## src/rtl/rb_fifo_pkg.sv

```systemverilog
// Shared types and helpers for the rb_fifo_v2 ring-buffer FIFO.
// Optional sticky error flags are enabled by RB_FIFO_ERR_EN (see rb_fifo_v2.sv).
package rb_fifo_pkg;

  typedef struct packed {
    logic full;
    logic empty;
    logic almost_full;
    logic almost_empty;
  } status_t;

  // Explicit compare keeps the wrap correct for non-power-of-two depths.
  function automatic int wrap_inc(int ptr, int depth);
    return (ptr == depth - 1) ? 0 : ptr + 1;
  endfunction

  function automatic int cnt_next(int cnt, logic push_ok, logic pop_ok);
    return cnt + (push_ok ? 1 : 0) - (pop_ok ? 1 : 0);
  endfunction

  function automatic status_t status_of(int cnt, int depth, int af_lvl, int ae_lvl);
    status_t s;
    s.full         = (cnt == depth);
    s.empty        = (cnt == 0);
    s.almost_full  = (cnt >= af_lvl);
    s.almost_empty = (cnt <= ae_lvl);
    return s;
  endfunction

endpackage

```

## src/rtl/rb_fifo_v2_if.sv

```systemverilog
// Producer/consumer bus of rb_fifo_v2; overflow/underflow exist only with RB_FIFO_ERR_EN.
interface rb_fifo_v2_if #(
  parameter int DW = 2,
  parameter int CW = 3
);
  logic          clr;
  logic          push;
  logic          pop;
  logic [DW-1:0] data_in;
  logic [DW-1:0] data_out;
  logic          full;
  logic          empty;
  logic          almost_full;
  logic          almost_empty;
  logic [CW-1:0] count;
`ifdef RB_FIFO_ERR_EN
  logic          overflow;
  logic          underflow;

  modport master (
    output clr, push, pop, data_in,
    input  data_out, full, empty, almost_full, almost_empty, count, overflow, underflow
  );
  modport slave (
    input  clr, push, pop, data_in,
    output data_out, full, empty, almost_full, almost_empty, count, overflow, underflow
  );
`else
  modport master (
    output clr, push, pop, data_in,
    input  data_out, full, empty, almost_full, almost_empty, count
  );
  modport slave (
    input  clr, push, pop, data_in,
    output data_out, full, empty, almost_full, almost_empty, count
  );
`endif
endinterface

```

## src/rtl/rb_fifo_ptr.sv

```systemverilog
// Modulo-DEPTH pointer register with synchronous clear and increment.
module rb_fifo_ptr
  import rb_fifo_pkg::*;
#(
  parameter int DEPTH = 4,
  parameter int AW    = 2
) (
  input  logic          clock,
  input  logic          rst_n,
  input  logic          clr,
  input  logic          inc,
  output logic [AW-1:0] ptr
);

  always_ff @(posedge clock or negedge rst_n) begin
    if (!rst_n)   ptr <= '0;
    else if (clr) ptr <= '0;
    else if (inc) ptr <= AW'(wrap_inc(int'(ptr), DEPTH));
  end

endmodule

```

## src/rtl/rb_fifo_v2.sv

```systemverilog
// Ring-buffer FIFO, any DEPTH >= 2, first-word fall-through, registered status.
// Define RB_FIFO_ERR_EN to add sticky overflow/underflow flags.
module rb_fifo_v2
  import rb_fifo_pkg::*;
#(
  parameter int DW     = 2,
  parameter int DEPTH  = 4,
  parameter int AF_LVL = 3,
  parameter int AE_LVL = 1
) (
  input logic         clock,
  input logic         rst_n,
  rb_fifo_v2_if.slave bus
);

  localparam int AW = (DEPTH > 1) ? $clog2(DEPTH) : 1;
  localparam int CW = $clog2(DEPTH + 1);
  localparam status_t ST_RST = status_of(0, DEPTH, AF_LVL, AE_LVL);

  logic [AW-1:0] head, tail;
  logic [CW-1:0] count_q, count_n;
  status_t       st_q, st_n;
  logic          push_ok, pop_ok;
  logic [DW-1:0] mem [DEPTH];

  // A pop on a full FIFO frees the slot the same-cycle push fills.
  assign push_ok = bus.push & (~st_q.full | bus.pop);
  assign pop_ok  = bus.pop & ~st_q.empty;

  always_comb begin
    count_n = bus.clr ? '0 : CW'(cnt_next(int'(count_q), push_ok, pop_ok));
    st_n    = status_of(int'(count_n), DEPTH, AF_LVL, AE_LVL);
  end

  always_ff @(posedge clock or negedge rst_n) begin
    if (!rst_n) begin
      count_q <= '0;
      st_q    <= ST_RST;
    end else begin
      count_q <= count_n;
      st_q    <= st_n;
    end
  end

  always_ff @(posedge clock) begin
    if (push_ok && !bus.clr) mem[tail] <= bus.data_in;
  end

  rb_fifo_ptr #(.DEPTH(DEPTH), .AW(AW)) u_head (
    .clock (clock),
    .rst_n (rst_n),
    .clr   (bus.clr),
    .inc   (pop_ok),
    .ptr   (head)
  );

  rb_fifo_ptr #(.DEPTH(DEPTH), .AW(AW)) u_tail (
    .clock (clock),
    .rst_n (rst_n),
    .clr   (bus.clr),
    .inc   (push_ok),
    .ptr   (tail)
  );

  assign bus.data_out     = st_q.empty ? '0 : mem[head];
  assign bus.full         = st_q.full;
  assign bus.empty        = st_q.empty;
  assign bus.almost_full  = st_q.almost_full;
  assign bus.almost_empty = st_q.almost_empty;
  assign bus.count        = count_q;

`ifdef RB_FIFO_ERR_EN
  logic ovf_q, unf_q;

  // Sticky until reset or flush; a push+pop pair is never an error.
  always_ff @(posedge clock or negedge rst_n) begin
    if (!rst_n) begin
      ovf_q <= 1'b0;
      unf_q <= 1'b0;
    end else if (bus.clr) begin
      ovf_q <= 1'b0;
      unf_q <= 1'b0;
    end else begin
      if (bus.push && st_q.full && !bus.pop)  ovf_q <= 1'b1;
      if (bus.pop && st_q.empty && !bus.push) unf_q <= 1'b1;
    end
  end

  assign bus.overflow  = ovf_q;
  assign bus.underflow = unf_q;
`endif

endmodule

```

## src/flat_wrapper.sv

```systemverilog
// flat-port wrapper written by rule: the top's interface ports become plain ports
module rb_fifo_v2_flat import rb_fifo_pkg::*;
#(
  parameter int DW     = 2,
  parameter int DEPTH  = 4,
  parameter int AF_LVL = 3,
  parameter int AE_LVL = 1
)
  (clock, rst_n, bus_clr, bus_push, bus_pop, bus_data_in, bus_data_out, bus_full, bus_empty, bus_almost_full, bus_almost_empty, bus_count);
  rb_fifo_v2_if #(.DW(DW), .CW(3)) bus_i ();
  input logic clock;
  input logic rst_n;
  input wire logic [$bits(bus_i.clr)-1:0] bus_clr;
  input wire logic [$bits(bus_i.push)-1:0] bus_push;
  input wire logic [$bits(bus_i.pop)-1:0] bus_pop;
  input wire logic [$bits(bus_i.data_in)-1:0] bus_data_in;
  output wire logic [$bits(bus_i.data_out)-1:0] bus_data_out;
  output wire logic [$bits(bus_i.full)-1:0] bus_full;
  output wire logic [$bits(bus_i.empty)-1:0] bus_empty;
  output wire logic [$bits(bus_i.almost_full)-1:0] bus_almost_full;
  output wire logic [$bits(bus_i.almost_empty)-1:0] bus_almost_empty;
  output wire logic [$bits(bus_i.count)-1:0] bus_count;
  assign bus_i.clr = bus_clr;
  assign bus_i.push = bus_push;
  assign bus_i.pop = bus_pop;
  assign bus_i.data_in = bus_data_in;
  assign bus_data_out = bus_i.data_out;
  assign bus_full = bus_i.full;
  assign bus_empty = bus_i.empty;
  assign bus_almost_full = bus_i.almost_full;
  assign bus_almost_empty = bus_i.almost_empty;
  assign bus_count = bus_i.count;
  rb_fifo_v2 #(.DW(DW), .DEPTH(DEPTH), .AF_LVL(AF_LVL), .AE_LVL(AE_LVL)) u_core (.clock(clock), .rst_n(rst_n), .bus(bus_i));
endmodule
```

## config.mk

```make
export PLATFORM = sky130hd
export DESIGN_NAME = rb_fifo_v2_flat
export DESIGN_NICKNAME = d
export VERILOG_FILES = /design/src/rtl/rb_fifo_pkg.sv /design/src/rtl/rb_fifo_v2_if.sv /design/src/rtl/rb_fifo_ptr.sv /design/src/rtl/rb_fifo_v2.sv /design/src/flat_wrapper.sv
export SDC_FILE = /design/constraint.sdc
export NUM_CORES = 1
export LEC_CHECK = 0
export BUFFER_PORTS_ARGS = -buffer_cell sky130_fd_sc_hd__buf_2
export CELL_PAD_IN_SITES_DETAIL_PLACEMENT = 1
export CELL_PAD_IN_SITES_GLOBAL_PLACEMENT = 2
export CORE_ASPECT_RATIO = 1.75
export CORE_UTILIZATION = 39
export DETAILED_ROUTE_END_ITERATION = 10
export PLACE_DENSITY_LB_ADDON = 0.1
export RECOVER_POWER = 50
export REMOVE_ABC_BUFFERS = 1
export SYNTH_ARGS = -nofsm -noshare
export SYNTH_HDL_FRONTEND = slang
export SYNTH_SLANG_ARGS = --single-unit
```

## constraint.sdc

```tcl
create_clock -name clock -period 4.8 [get_ports clock]
set_clock_uncertainty 0.05 [all_clocks]
set_input_delay 0.96 -clock clock [delete_from_list [all_inputs] [get_ports clock]]
set_output_delay 0.96 -clock clock [all_outputs]
set_load 0.05 [all_outputs]
```

### Yosys cells after proc, flatten, opt, wreduce, memory -nomap -nowiden

Memories as Yosys holds them, arrays and structs flattened.
Cells that the tools add are included.

| operators by class | value |
|---|---|
| add/sub/neg operators | 4 |
| order comparisons | 2 |
| eq/ne operators | 3 |
| muxes and demuxes | 12 |
| bitwise gates (word level) | 5 |
| reductions and logical operators | 5 |

Operators with widths:

| cell | number |
|---|---|
| $mux 2 | 7 |
| $add 2x1->2 const B | 2 |
| $eq 2x1->1 const B | 2 |
| $mux 1 | 4 |
| $reduce_bool 2->1 | 2 |
| $add 3x3->3 | 1 |
| $eq 3x3->1 const B | 1 |
| $ge 3x2->1 const B | 1 |
| $le 3x1->1 const B | 1 |
| $logic_not 3->1 | 1 |
| $mux 3 | 1 |
| $sub 3x3->3 | 1 |
| $and 1x1->1 | 2 |
| $not 1->1 | 2 |
| $logic_and 1x1->1 | 1 |
| $logic_not 1->1 | 1 |
| $or 1x1->1 | 1 |

| word-level totals | value |
|---|---|
| bits in registers | 11 |
| bits in writable memories | 8 |
| input bits | 7 |
| output and inout port bits | 9 |
| word-level logic and storage cells | 39 |
| memories | 1 |

Memories:

| memory | depth | bits a word | read ports | clocked after Yosys merged registers in | wr ports | line | RTL |
|---|---|---|---|---|---|---|---|
| u_core.mem | 4 | 2 | 1 | 0 | 1 | rb_fifo_v2.sv:24 | `logic [DW-1:0] mem [DEPTH];` |

### Longest topological paths before layout

| depth | value |
|---|---|
| word-level depth | 8 |
| gate-level depth with buffers | 9 |
| gate-level depth less buffers | 9 |

### Hierarchy

A second synthesis with hierarchy kept.

| second synthesis, totals | value |
|---|---|
| cells, all modules | 60 |
| area total of the unflattened synthesis | 869.6 um^2 |

By module, submodules not included:

| module | times used | cells an instance | area an instance (um^2) |
|---|---|---|---|
| rb_fifo_v2 | 1 | 44 | 669.4 |
| rb_fifo_ptr | 2 | 8 | 100.1 |

### Least setup slack after synthesis

Ideal clock, no wire load.

| timing | value |
|---|---|
| path type | input to register |
| from | input bus_pop |
| to | register u_core.st_q, in the netlist u_core.bus.almost_full |
| setup time | 118 ps |
| arrival time | 2425 ps |
| data required time | 4632 ps |
| setup slack | 2207 ps |
| stages on the path | 9 |
| cells stage by stage | nor2b_2 ha_1 inv_1 ha_1 inv_1 fa_1 xnor3_1 nor2_4 a21o_1 |

RTL lines:

| item | line | RTL |
|---|---|---|
| start: declaration | flat_wrapper.sv:15 | `input wire logic [$bits(bus_i.pop)-1:0] bus_pop;` |
| end signal: assignment | rb_fifo_v2.sv:41 | `st_q <= st_n;` |
| end: declaration | rb_fifo_v2.sv:22 | `status_t st_q, st_n;` |

### Worst setup path after layout

| timing | value |
|---|---|
| from | register u_core.u_head.ptr[0] |
| to | output bus_data_out[1] |

| between the ends | value |
|---|---|
| word-level cells in the longest chain between the ends | 2 |

RTL lines:

| item | line | RTL |
|---|---|---|
| start: declaration | rb_fifo_ptr.sv:12 | `output logic [AW-1:0] ptr` |
| start signal: assignment | rb_fifo_ptr.sv:18 | `else if (inc) ptr <= AW'(wrap_inc(int'(ptr), DEPTH));` |
| $mem_v2 4x2 | - |  |
| $mux 2 | rb_fifo_v2.sv:65 | `assign bus.data_out = st_q.empty ? '0 : mem[head];` |
| end: declaration | flat_wrapper.sv:17 | `output wire logic [$bits(bus_i.data_out)-1:0] bus_data_out;` |

No other way between the ends.

==> flow_summary.toml <==
[place]
io_buffer_count = 15
dp_hpwl_um = 1240
dpl_cell_area_um2 = 1010
gpl.final_weighted_congestion = 0.659

[critical_path]
r2r_start = "u_core.bus.empty"
reg2reg_setup_slack_ps = 2580
timing.critical_path.cells = "mux4_2, nor2b_1, buf_2"
critical_path_required_ps = 3790
worst-endpoint-arrival_ps = 1640
r2r.worst_path.cells = 9
worst_path_largest_cell_delay_ps = 530
critPathMaxFanout = 5
r2r-end = "u_core.bus.almost_full"
family_of_cells_with_the_greatest_summed_delay_on_the_critical_path = "multiplexers"
crit_path_start_kind = "register"
worstSetupPathType = "reg -> out"
critical_path_cell_count = 3
crit_path_top_delay_cell = "sky130_fd_sc_hd__mux4_2"
worstSetupEndpointType = "output pin"
critical_path_buf_inv_count = 1

[sta]
timing.fmax_mhz = 378
hold_viol_final = 0
rsz0062_at_grt = "no"
period_needed_ps = 2650
final-setup-viol-count = 0
min_period_over_period = 0.551
tightestPinTransition_ps = 582
fin_setup_tns_ps = 0
timing_max_transition_violations_final = 0
slew_headroom = 0.612

[die]
initial_utilization = 0.422
die-area_um2 = 2530
die_width_um = 38.5
io-pin-count = 16
die_y_um = 65.8
placementRows = 22
fp.coreArea_um2 = 2150

[route]
finalWirelength_um = 1550
antenna_violating_nets_post_route = 0
detail_route.wl_per_cell_um = 14.2
detail_route.drc_violations = 0
vias = 562
via_per_inst = 5.16
initialDrtViolationCount = 5
dr.pass1.iters = 4

[global_route]
grt_pass1_vias = 625
maximum_number_of_pins_on_one_net_before_global_route_repair = 14
number_of_antenna_violations_at_the_first_check_in_global_routing = 0
gr-usage-all-layers = 0.153
global_route_wire_length_before_repair_um = 2670
grt_overflow = 0

[clock_network]
cts_tree = "done"
clk_latency_ps = 290
clkTransAtPathRegs_ps = 100
max-clock-path-buffers = 2
htreeDepth = 1
post-cts-setup-buffer-count = 0
cts.hold.buffers_added = 0
cts-resized-gates = 0
cts_buffers = 3
clock_sinks = 19
clk_root_buffer_cell = "sky130_fd_sc_hd__clkbuf_4"

[power_and_ir_drop]
power_w = 0.000588
power.ir.vdd_worst_mv = 0.281
pwr_density_cell_nw_per_um2 = 571
leakage_nw = 0.465

[logic_synthesis]
syn_std_cell_area_um2 = 907
synth_cell_type_count = 24
ys_warn_count = 0
postSynthRegisterBits = 19
syn_inst = 67
synthesis.area_per_instance_um2 = 13.5
synth-seq-area-share = 0.571

[final_layout]
finalInstanceArea_um2 = 1030
layout-drive-gt1-share = 0.259
fin_nets = 101
num_antenna_cells = 0
areaGrowthSynthToFinish_pct = 13.4

[flow_run]
drv.max_cap_violation_count = 0

[min_path]
whs_path_depth = 2
min_to = "u_core.u_tail.ptr[0]"
min_from = "u_core.u_tail.ptr[0]"
worstHoldPathType = "reg -> reg"

[status]
result_of_the_run = "finished clean"
[cells by family (layout without fill, tap and decap cells)]
family	count (synthesis)	after routing	synth area share
and+or+nand+nor	20	20	0.141
DFF	19	19	0.571
buffers and inverters	9	27	0.0372
adders and majority gates	8	8	0.119
AOI/OAI and AO/OA	6	6	0.0359
muxes	4	4	0.0717
xor gates and xnor gates	1	1	0.0248
[worst max path at each step]
stage	start	endpoint
after global routing	u_core.u_head.ptr[0]	bus_data_out[0]
after CTS	u_core.u_head.ptr[0]	bus_data_out[1]
final	u_core.u_head.ptr[0]	bus_data_out[1]
after floorplan	bus_pop	u_core.bus.almost_full
after global placement	bus_pop	u_core.bus.full
after detailed placement	bus_pop	u_core.bus.full
[power breakdown]
| part | leakage, nW | internal, W | switching, W |
|---|---|---|---|
| clock | 0.0177 | 0.0000310 | 0.0000462 |
| combinational | 0.234 | 0.0000892 | 0.000190 |
| sequential | 0.213 | 0.000207 | 0.0000241 |
[cell type report]
cell class                 count  area (µm²)
inverter                       8        30.0
fill                         237        1120
multi-input combinational     39         353
timing repair buffer          15        70.1
tap                           24        30.0
clock buffer                   3        22.5
clock inverter                 1        5.00
sequential                    19         518
[cell usage in the layout (no fill, tap or decap), drive strengths merged, types with 3 or more instances in the layout]
master | Yosys | layout
nor2 | 8 | 8
buf | 0 | 11
nor3b | 4 | 4
a21oi | 3 | 3
inv | 8 | 8
edfxtp | 8 | 8
dfrtp | 9 | 9
nor2b | 4 | 4
ha | 7 | 7
clkbuf | 1 | 7
[cell usage after synthesis]
master / instances / area, µm²
sky130_fd_sc_hd__dfrtp_1: 9 / 225
sky130_fd_sc_hd__edfxtp_1: 8 / 240
sky130_fd_sc_hd__ha_1: 7 / 87.6
sky130_fd_sc_hd__inv_1: 7 / 26.3
sky130_fd_sc_hd__nor2_1: 7 / 26.3
sky130_fd_sc_hd__nor3b_1: 4 / 30.0
sky130_fd_sc_hd__a21oi_1: 3 / 15.0
sky130_fd_sc_hd__dfstp_2: 2 / 52.6
sky130_fd_sc_hd__mux2i_1: 2 / 20.0
sky130_fd_sc_hd__mux4_2: 2 / 45.0
sky130_fd_sc_hd__nor2b_1: 2 / 12.5
sky130_fd_sc_hd__o21ai_0: 2 / 10.0
sky130_fd_sc_hd__a21o_1: 1 / 7.51
sky130_fd_sc_hd__clkbuf_1: 1 / 3.75
sky130_fd_sc_hd__fa_1: 1 / 20.0
sky130_fd_sc_hd__inv_2: 1 / 3.75
sky130_fd_sc_hd__nand2b_1: 1 / 6.26
sky130_fd_sc_hd__nand3b_1: 1 / 7.51
sky130_fd_sc_hd__nor2_4: 1 / 11.3
sky130_fd_sc_hd__nor2b_2: 1 / 8.76
sky130_fd_sc_hd__nor2b_4: 1 / 13.8
sky130_fd_sc_hd__nor3_1: 1 / 5.00
sky130_fd_sc_hd__or3_1: 1 / 6.26
sky130_fd_sc_hd__xnor3_1: 1 / 22.5
[flip-flops by register name, indices dropped and copies added, names as in the netlist]
name / flops
u_core.mem: 8
u_core.bus.full: 1
u_core.bus.count: 3
u_core.bus.almost_full: 1
u_core.bus.almost_empty: 1
u_core.u_tail.ptr: 2
u_core.bus.empty: 1
u_core.u_head.ptr: 2
[worst register-to-register path, stage by stage, from the launching register on]
cell and delay, ps:
sky130_fd_sc_hd__dfstp_2 590, sky130_fd_sc_hd__nor2b_1 100, sky130_fd_sc_hd__ha_1 280, sky130_fd_sc_hd__inv_1 50
sky130_fd_sc_hd__ha_1 140, sky130_fd_sc_hd__inv_1 50, sky130_fd_sc_hd__fa_1 360, sky130_fd_sc_hd__xnor3_1 280
sky130_fd_sc_hd__nor2_4 60, sky130_fd_sc_hd__a21o_1 160
[metrics by stage]
step / hold slack (ps) / cells / setup WS (ps) / util
5_1_grt: 614 / 109 / 2050 / 0.479
4_1_cts: 472 / 109 / 2120 / 0.483
6_report: 567 / 109 / 2150 / 0.479
3_3_place_gp: 548 / 105 / 1960 / 0.470
3_5_place_dp: 563 / 105 / 1990 / 0.470
2_1_floorplan: 500 / 66 / 2210 / -
[metal layers]
metal	routed length [µm]	vias to the layer above	GRT usage
met5	0	-	0
met4	37	0	0.0647
met3	77	5	0.0370
met2	841	16	0.271
met1	589	279	0.162
li1	-	262	-
No activity file was read; power rests on OpenSTA's default activity.
